`config.mk`:
```
export PLATFORM = sky130hd
export DESIGN_NAME = ysyx_23060208_rd_arbiter
export DESIGN_NICKNAME = d
export VERILOG_FILES = /design/src/rtl/ysyx_23060208_rd_arbiter.sv
export SDC_FILE = /design/constraint.sdc
export NUM_CORES = 1
export LEC_CHECK = 0
export BUFFER_PORTS_ARGS = -buffer_cell sky130_fd_sc_hd__buf_2
export CAP_MARGIN = 20
export CORE_AREA = 4 4 134 136
export CTS_BUF_LIST = sky130_fd_sc_hd__clkbuf_16
export DETAILED_ROUTE_END_ITERATION = 7
export DIE_AREA = 0 0 138 140
export PLACE_DENSITY = 0.52
export SLEW_MARGIN = 5
export SYNTH_ARGS = -nofsm -noshare
export SYNTH_HDL_FRONTEND = slang
export SYNTH_SLANG_ARGS = --single-unit
export TNS_END_PERCENT = 5
```
`constraint.sdc`:
```
create_clock -name clock -period 2.3 [get_ports clock]
set_input_delay 0.345 -clock clock [delete_from_list [all_inputs] [get_ports clock]]
set_output_delay 0.345 -clock clock [all_outputs]
set_load 0.1 [all_outputs]
```
`src/rtl/ysyx_23060208_rd_arbiter.sv`:
```
// Two-master read arbiter: round-robin grant of IFU (m0) / EXU (m1) onto one
// downstream AXI read port, one outstanding burst, R channel passed straight through.
module ysyx_23060208_rd_arbiter #(
  parameter int DATA_WIDTH = 32
) (
  input  logic                    clock,
  input  logic                    reset,
  input  logic                    m0_arvalid,
  output logic                    m0_arready,
  input  logic [DATA_WIDTH-1:0]   m0_araddr,
  input  logic [7:0]              m0_arlen,
  input  logic [2:0]              m0_arsize,
  output logic                    m0_rvalid,
  input  logic                    m0_rready,
  output logic [2*DATA_WIDTH-1:0] m0_rdata,
  output logic [1:0]              m0_rresp,
  output logic                    m0_rlast,
  input  logic                    m1_arvalid,
  output logic                    m1_arready,
  input  logic [DATA_WIDTH-1:0]   m1_araddr,
  input  logic [7:0]              m1_arlen,
  input  logic [2:0]              m1_arsize,
  output logic                    m1_rvalid,
  input  logic                    m1_rready,
  output logic [2*DATA_WIDTH-1:0] m1_rdata,
  output logic [1:0]              m1_rresp,
  output logic                    m1_rlast,
  output logic                    s_arvalid,
  input  logic                    s_arready,
  output logic [DATA_WIDTH-1:0]   s_araddr,
  output logic [3:0]              s_arid,
  output logic [7:0]              s_arlen,
  output logic [2:0]              s_arsize,
  output logic [1:0]              s_arburst,
  input  logic                    s_rvalid,
  output logic                    s_rready,
  input  logic [2*DATA_WIDTH-1:0] s_rdata,
  input  logic [1:0]              s_rresp,
  input  logic                    s_rlast,
  input  logic [3:0]              s_rid
);

  typedef enum logic [1:0] {
    ST_IDLE = 2'b00,
    ST_ADDR = 2'b01,
    ST_DATA = 2'b10
  } state_t;

  state_t                r_state;
  state_t                w_next;
  logic                  r_grant;
  logic                  r_arvalid;
  logic [DATA_WIDTH-1:0] r_addr;
  logic [7:0]            r_len;
  logic [2:0]            r_size;
  logic [7:0]            r_cnt;

  logic       w_grant_go;
  logic       w_pick;
  logic       w_data;
  logic       w_sel0;
  logic       w_sel1;
  logic       w_hs;
  logic       w_last;
  logic [1:0] w_resp;

  // r_grant doubles as the last-granted index, so contention favours the other master.
  assign w_pick     = (m0_arvalid & m1_arvalid) ? ~r_grant : m1_arvalid;
  // Gated by reset so arready stays low while the block is held in reset.
  assign w_grant_go = (r_state == ST_IDLE) & (m0_arvalid | m1_arvalid) & reset;
  assign w_data     = (r_state == ST_DATA);
  assign w_sel0     = w_data & ~r_grant;
  assign w_sel1     = w_data & r_grant;
  assign s_rready   = w_data & (r_grant ? m1_rready : m0_rready);
  assign w_hs       = w_data & s_rvalid & s_rready;
  assign w_last     = s_rlast | (r_cnt == r_len);
  assign w_resp     = (s_rid[0] != r_grant) ? 2'b10 : s_rresp;

  assign m0_arready = w_grant_go & ~w_pick;
  assign m1_arready = w_grant_go & w_pick;

  assign m0_rvalid  = w_sel0 & s_rvalid;
  assign m0_rdata   = w_sel0 ? s_rdata : {(2*DATA_WIDTH){1'b0}};
  assign m0_rresp   = w_sel0 ? w_resp : 2'b00;
  assign m0_rlast   = w_sel0 & w_last;
  assign m1_rvalid  = w_sel1 & s_rvalid;
  assign m1_rdata   = w_sel1 ? s_rdata : {(2*DATA_WIDTH){1'b0}};
  assign m1_rresp   = w_sel1 ? w_resp : 2'b00;
  assign m1_rlast   = w_sel1 & w_last;

  assign s_arvalid  = r_arvalid;
  assign s_araddr   = r_addr;
  assign s_arid     = {3'b000, r_grant};
  assign s_arlen    = r_len;
  assign s_arsize   = r_size;
  assign s_arburst  = 2'b01;

  always_ff @(posedge clock or negedge reset) begin
    if (!reset) begin
      r_state <= ST_IDLE;
    end else begin
      r_state <= w_next;
    end
  end

  always_comb begin
    w_next = r_state;
    case (r_state)
      ST_IDLE: begin
        if (w_grant_go) w_next = ST_ADDR;
        else            w_next = ST_IDLE;
      end
      ST_ADDR: begin
        if (r_arvalid & s_arready) w_next = ST_DATA;
        else                       w_next = ST_ADDR;
      end
      ST_DATA: begin
        if (w_hs & w_last) w_next = ST_IDLE;
        else               w_next = ST_DATA;
      end
      default: w_next = ST_IDLE;
    endcase
  end

  always_ff @(posedge clock or negedge reset) begin
    if (!reset) begin
      r_grant   <= 1'b0;
      r_arvalid <= 1'b0;
      r_addr    <= {DATA_WIDTH{1'b0}};
      r_len     <= 8'd0;
      r_size    <= 3'd0;
      r_cnt     <= 8'd0;
    end else if (w_grant_go) begin
      r_grant   <= w_pick;
      r_arvalid <= 1'b1;
      r_addr    <= w_pick ? m1_araddr : m0_araddr;
      r_len     <= w_pick ? m1_arlen  : m0_arlen;
      r_size    <= w_pick ? m1_arsize : m0_arsize;
      r_cnt     <= 8'd0;
    end else begin
      if (r_arvalid & s_arready) r_arvalid <= 1'b0;
      if (w_hs)                  r_cnt     <= r_cnt + 8'd1;
    end
  end

endmodule

```
; ---- Yosys cells after proc, flatten, opt, wreduce, memory -nomap -nowiden
; Cells that the tools add are included.
[word_totals]
ff_bits = 55
wordCells = 53
[classes]
add_sub_neg = 1
n_eq_ne = 4
n_mux = 18
bitwise = 20
n_reduce_logical = 3
[ops]
columns = operator, n
row1 = two-way mux 64 bit, 2
row2 = two-way mux 32 bit, 1
row3 = two-way mux 8 bit, 3
row4 = bitwise AND 1 bit, 16
row5 = two-way mux 2 bit, 5
row6 = "adder 8 x 1 -> 8 bit, second input constant", 1
row7 = equality test 8 bit, 1
row8 = one-hot mux 2 bit (3 select lines), 1
row9 = two-way mux 1 bit, 5
row10 = nonzero test 2 bit, 2
row11 = two-way mux 3 bit, 1
row12 = "equality test 2 x 1 -> 1 bit, second input constant", 1
row13 = "equality test 2 bit, second input constant", 1
row14 = zero test 2 bit, 1
row15 = NOT 1 bit, 2
row16 = OR 1 bit, 2
row17 = inequality test 1 bit, 1

; ---- Logic depth before layout (Yosys ltp)
[logic_depth]
word_depth = 6
ltp_mapped = 6
mapped_depth_nobuf = 5

; ---- Least setup slack after synthesis
; Ideal clock, no wire load.
[synth_path]
kind = register -> output
start = register r_state[0]
end = output s_rready
arrival_ns = 3.004
path_slack_ns = -1.049
path_stages_with_launch = 5
n_path_buf = 1
cell_sequence = dfrtp_1 > and2b_1 > buf_2 > nand2_1 > o21ai_0
[synth_between]
elab_chain_cells = 2
[synth_lines]
columns = item, line_no
row1 = from (decl), 49  ; state_t r_state;
row2 = from (signal assigned), 102  ; r_state <= w_next;
row3 = equality test 2 bit, 71  ; assign w_data = (r_state == ST_DATA);
row4 = bitwise AND 1 bit, 74  ; assign s_rready = w_data & (r_grant ? m1_rready : m0_rready);
row5 = to (decl), 36  ; output logic s_rready,
; Every way passes these cells.

; ---- Worst setup path after layout
[layout_path]
start = register r_state[0]
end = output m0_rresp[1]
[layout_between]
elab_chain_cells = 3
[layout_lines]
columns = item, line_no
row1 = equality test 2 bit, 71
row2 = bitwise AND 1 bit, 72  ; assign w_sel0 = w_data & ~r_grant;
row3 = two-way mux 2 bit, 84  ; assign m0_rresp = w_sel0 ? w_resp : 2'b00;
row4 = to (decl), 16  ; output logic [1:0] m0_rresp,
; Every way passes these cells.

==> metrics.md <==
| Metric | Value |
|---|---|
| Status | finished clean |
| Yosys top cell by area | dfrtp_1 |
| Worst Hold Launch | s_arready |
| CTS max path bufs | 2 |
| Hold/Removal Path Class | input pin to flip-flop |
| Place WS | 200 ps |
| Largest net degree at the start of global routing | 74 |
| Yosys reg bits | 55 |
| DR WL/cell | 17.4 µm |
| Final Setup Violations | 0 |
| YS warnings | 0 |
| IO Port Bufs | 345 |
| Via Count | 4201 |
| Clock sinks | 55 |
| Power, Total | 10.8 mW |
| Synthesized cell area | 3780 µm² |
| Top-level I/O count | 354 |
| Slew @ Worst Pin | 619 ps |
| Slack of the critical path | 94.0 ps |
| Max-slew headroom | 0.587 |
| Most frequent CP cell | buf_12 |
| RSZ-0062 raised after global routing | true |
| R2R cell count | 4 |
| Post-synth top flop | dfrtp_1 |
| DR iter-0 viols | 123 |
| Worst path bufs/invs | 2 |
| Clk root buf | clkbuf_16 |
| DRC | 0 |
| FMAX | 0.453 GHz |
| Number of global-route vias before repair | 4103 |
| Layout cells sized above 1 | 0.505 |
| Slowest stage delay, CP | 410 ps |
| Die Wd | 138 µm |
| Worst Path Arrival | 1860 ps |
| Setup crit start kind | flip-flop |
| Fin area | 8010 µm² |
| Via-per-instance ratio | 4.26 |
| Mux share of post-synthesis cell area | 0.120 |
| Mapped Cells | 437 |
| Nets@finish | 924 |
| Max Cap Violations | 0 |
| Core footprint | 16900 µm² |
| Crit Path Max Fanout | 67 |
| Period utilisation layout | 0.959 |
| Gr usage total | 0.165 |
| Most common cell after layout, fill and taps aside | buf_2 |
| Synth Area in Simple Gates | 0.329 |
| R2r setup slk | 710 ps |
| Top cells by area, synth | dfrtp_1 (36%), mux2i_1 (11%), and2_1 (11%) |
| Synth Area in Compound Gates | 0.0772 |
| Hold EP | s_arvalid |
| # Post-CTS Setup Buffers | 0 |
| Hold depth | 2 |
| CTS Buf Count | 5 |
| CP top delay family | simple AND/OR/NAND/NOR gates |
| Crit-path cells | and2b_1 -> buf_12 -> nand2b_1 -> nor2_1 -> buf_12 |
| Critical path type | flip-flop to primary output |
| Sequential share of the synthesized area | 0.364 |
| Setup TNS | 0 ps |
| Syn Area/Cell | 8.64 µm² |
| Commonest cells after routing, fill and taps aside | buf_2 (207), buf_12 (143), and3_1 (65), and2_1 (65), dfrtp_1 (54) |
| Worst R2R Start | r_grant |
| Initial Util | 0.223 |
| GPL Wtd Cong | 0.851 |
| Worst Path Required | 1960 ps |
| Worst-skew pair later-pin latency | 290 ps |
| Max Clock Skew | 3.96 ps |
| Largest family of logic cells by synthesized area | simple AND/OR/NAND/NOR gates |
| GR Overflow Total | 0 |
| Hold_ws | 270 ps |
| PwrDens | 1350 nW/µm² |
| Area Overhead vs Synth | 112% |
| Final Hold Vio Count | 0 |
| R2R Path End | s_arlen[3] |
| Drt first pass iters | 6 |
| Yosys top cell area share | 0.364 |
| Distinct cell type count after synthesis | 36 |
| WL final | 17100 µm |
| CTS tree | built |
| Die ar. | 19300 µm² |
| Max-slew violations | 0 |
| Final Util | 0.473 |
| Post-route insts no fill | 987 |
| Area post-placement | 7820 µm² |
| DP Cell Count | 975 |
| Critical-path top delay cell | dfrtp_1 |
| P_leak | 4.06 nW |
| ANT nets after route | 0 |
| EDFF count, synth | 0 |
| Initial antenna violation count | 3 |
| Period minus WS final | 2210 ps |
| Peak supply drop | 0.000834 V |
| Critical path endpoint category | primary output |
| Fillers | 1598 |
| Clock-pin transition on the worst setup and hold timing paths | 70 ps |
| Adder-cell share of the synthesized area | 0.00331 |
| H-tree levels | 2 |
| Die Y-Extent | 140 µm |
| Async SR Flop Fraction | 1.00 |
| First-pass GRT wire length | 25100 µm |
| XOR/XNOR Fraction of Synth Area | 0.0371 |
| DP HPWL | 14400 µm |
| # rows | 48 |
layout make-up:
class,instances,area [µm²],area share
Inverter,4,15.0,0.00187
Antenna cell,3,7.51,0.000937
Sequential cell,55,1380,0.172
Timing Repair Buffer,355,3940,0.491
Multi-Input combinational cell,337,2250,0.281
Tap cell,225,282,0.0351
Clock inverter,3,18.8,0.00234
Clock buffer,5,125,0.0156
metal layers:
layer	wire length [µm]	vias to the layer above	global-route usage
met5	0	-	0
li1	-	2104	-
met2	8880	194	0.299
met4	259	0	0.0421
met1	6880	1892	0.198
met3	1130	11	0.0389
flip-flops by register name, summed over array words and instances (netlist names):
| register | cells |
|---|---|
| s_araddr | 32 |
| r_cnt | 8 |
| s_arlen | 8 |
| s_arsize | 3 |
| r_state | 2 |
| r_grant | 1 |
| s_arvalid | 1 |
how the worst max path moves through the flow:
| stage | from | end | slack (ps) | cells after the start |
|---|---|---|---|---|
| global placement | r_cnt[4] | m0_rlast | 220 | 5 |
| floorplan | r_state[1] | m0_arready | -280 | 4 |
| finish | r_state[0] | m0_rresp[1] | 90 | 5 |
| detailed placement | r_cnt[4] | m0_rlast | 200 | 5 |
| CTS | r_state[0] | m1_rresp[0] | 8 | 5 |
| global route | r_state[0] | m0_rresp[0] | -20 | 5 |
cells by family (layout without fill, tap and decap cells):
| family | after synthesis | after routing |
|---|---|---|
| AOI/OAI and AO/OA | 54 | 54 |
| xor gates and xnor gates | 16 | 16 |
| adders and majority gates | 1 | 1 |
| buffers and inverters | 48 | 367 |
| DFF | 55 | 55 |
| muxes | 44 | 44 |
| other | 2 | 8 |
| and+or+nand+nor | 217 | 217 |
power by group:
group	internal (mW)	leakage, nW	switching [mW]
Sequential	1.36	0.696	0.288
Clock	0.405	0.0740	0.354
Combinational	2.04	3.29	6.37
Total	3.81	4.06	7.01
cells in the mapped netlist (all sizes together) (2+ instances only):
cell / n
a21oi: 2
nand2b: 4
inv: 4
buf: 20
nor4: 5
clkbuf: 24
nor3: 4
and2: 65
nand3: 2
mux2i: 44
o21ai: 46
xnor2: 7
xor2: 9
and3: 65
nand4: 2
dfrtp: 55
nand2: 49
conb: 2
nor2: 17
what timing repair did:
item,4_1_cts,5_1_grt
hold buffers,1,0
gates resized for setup,2,5
hold endpoints to repair,6,0
setup endpoints to repair,2,7
Power figures use the tool's default switching activity.
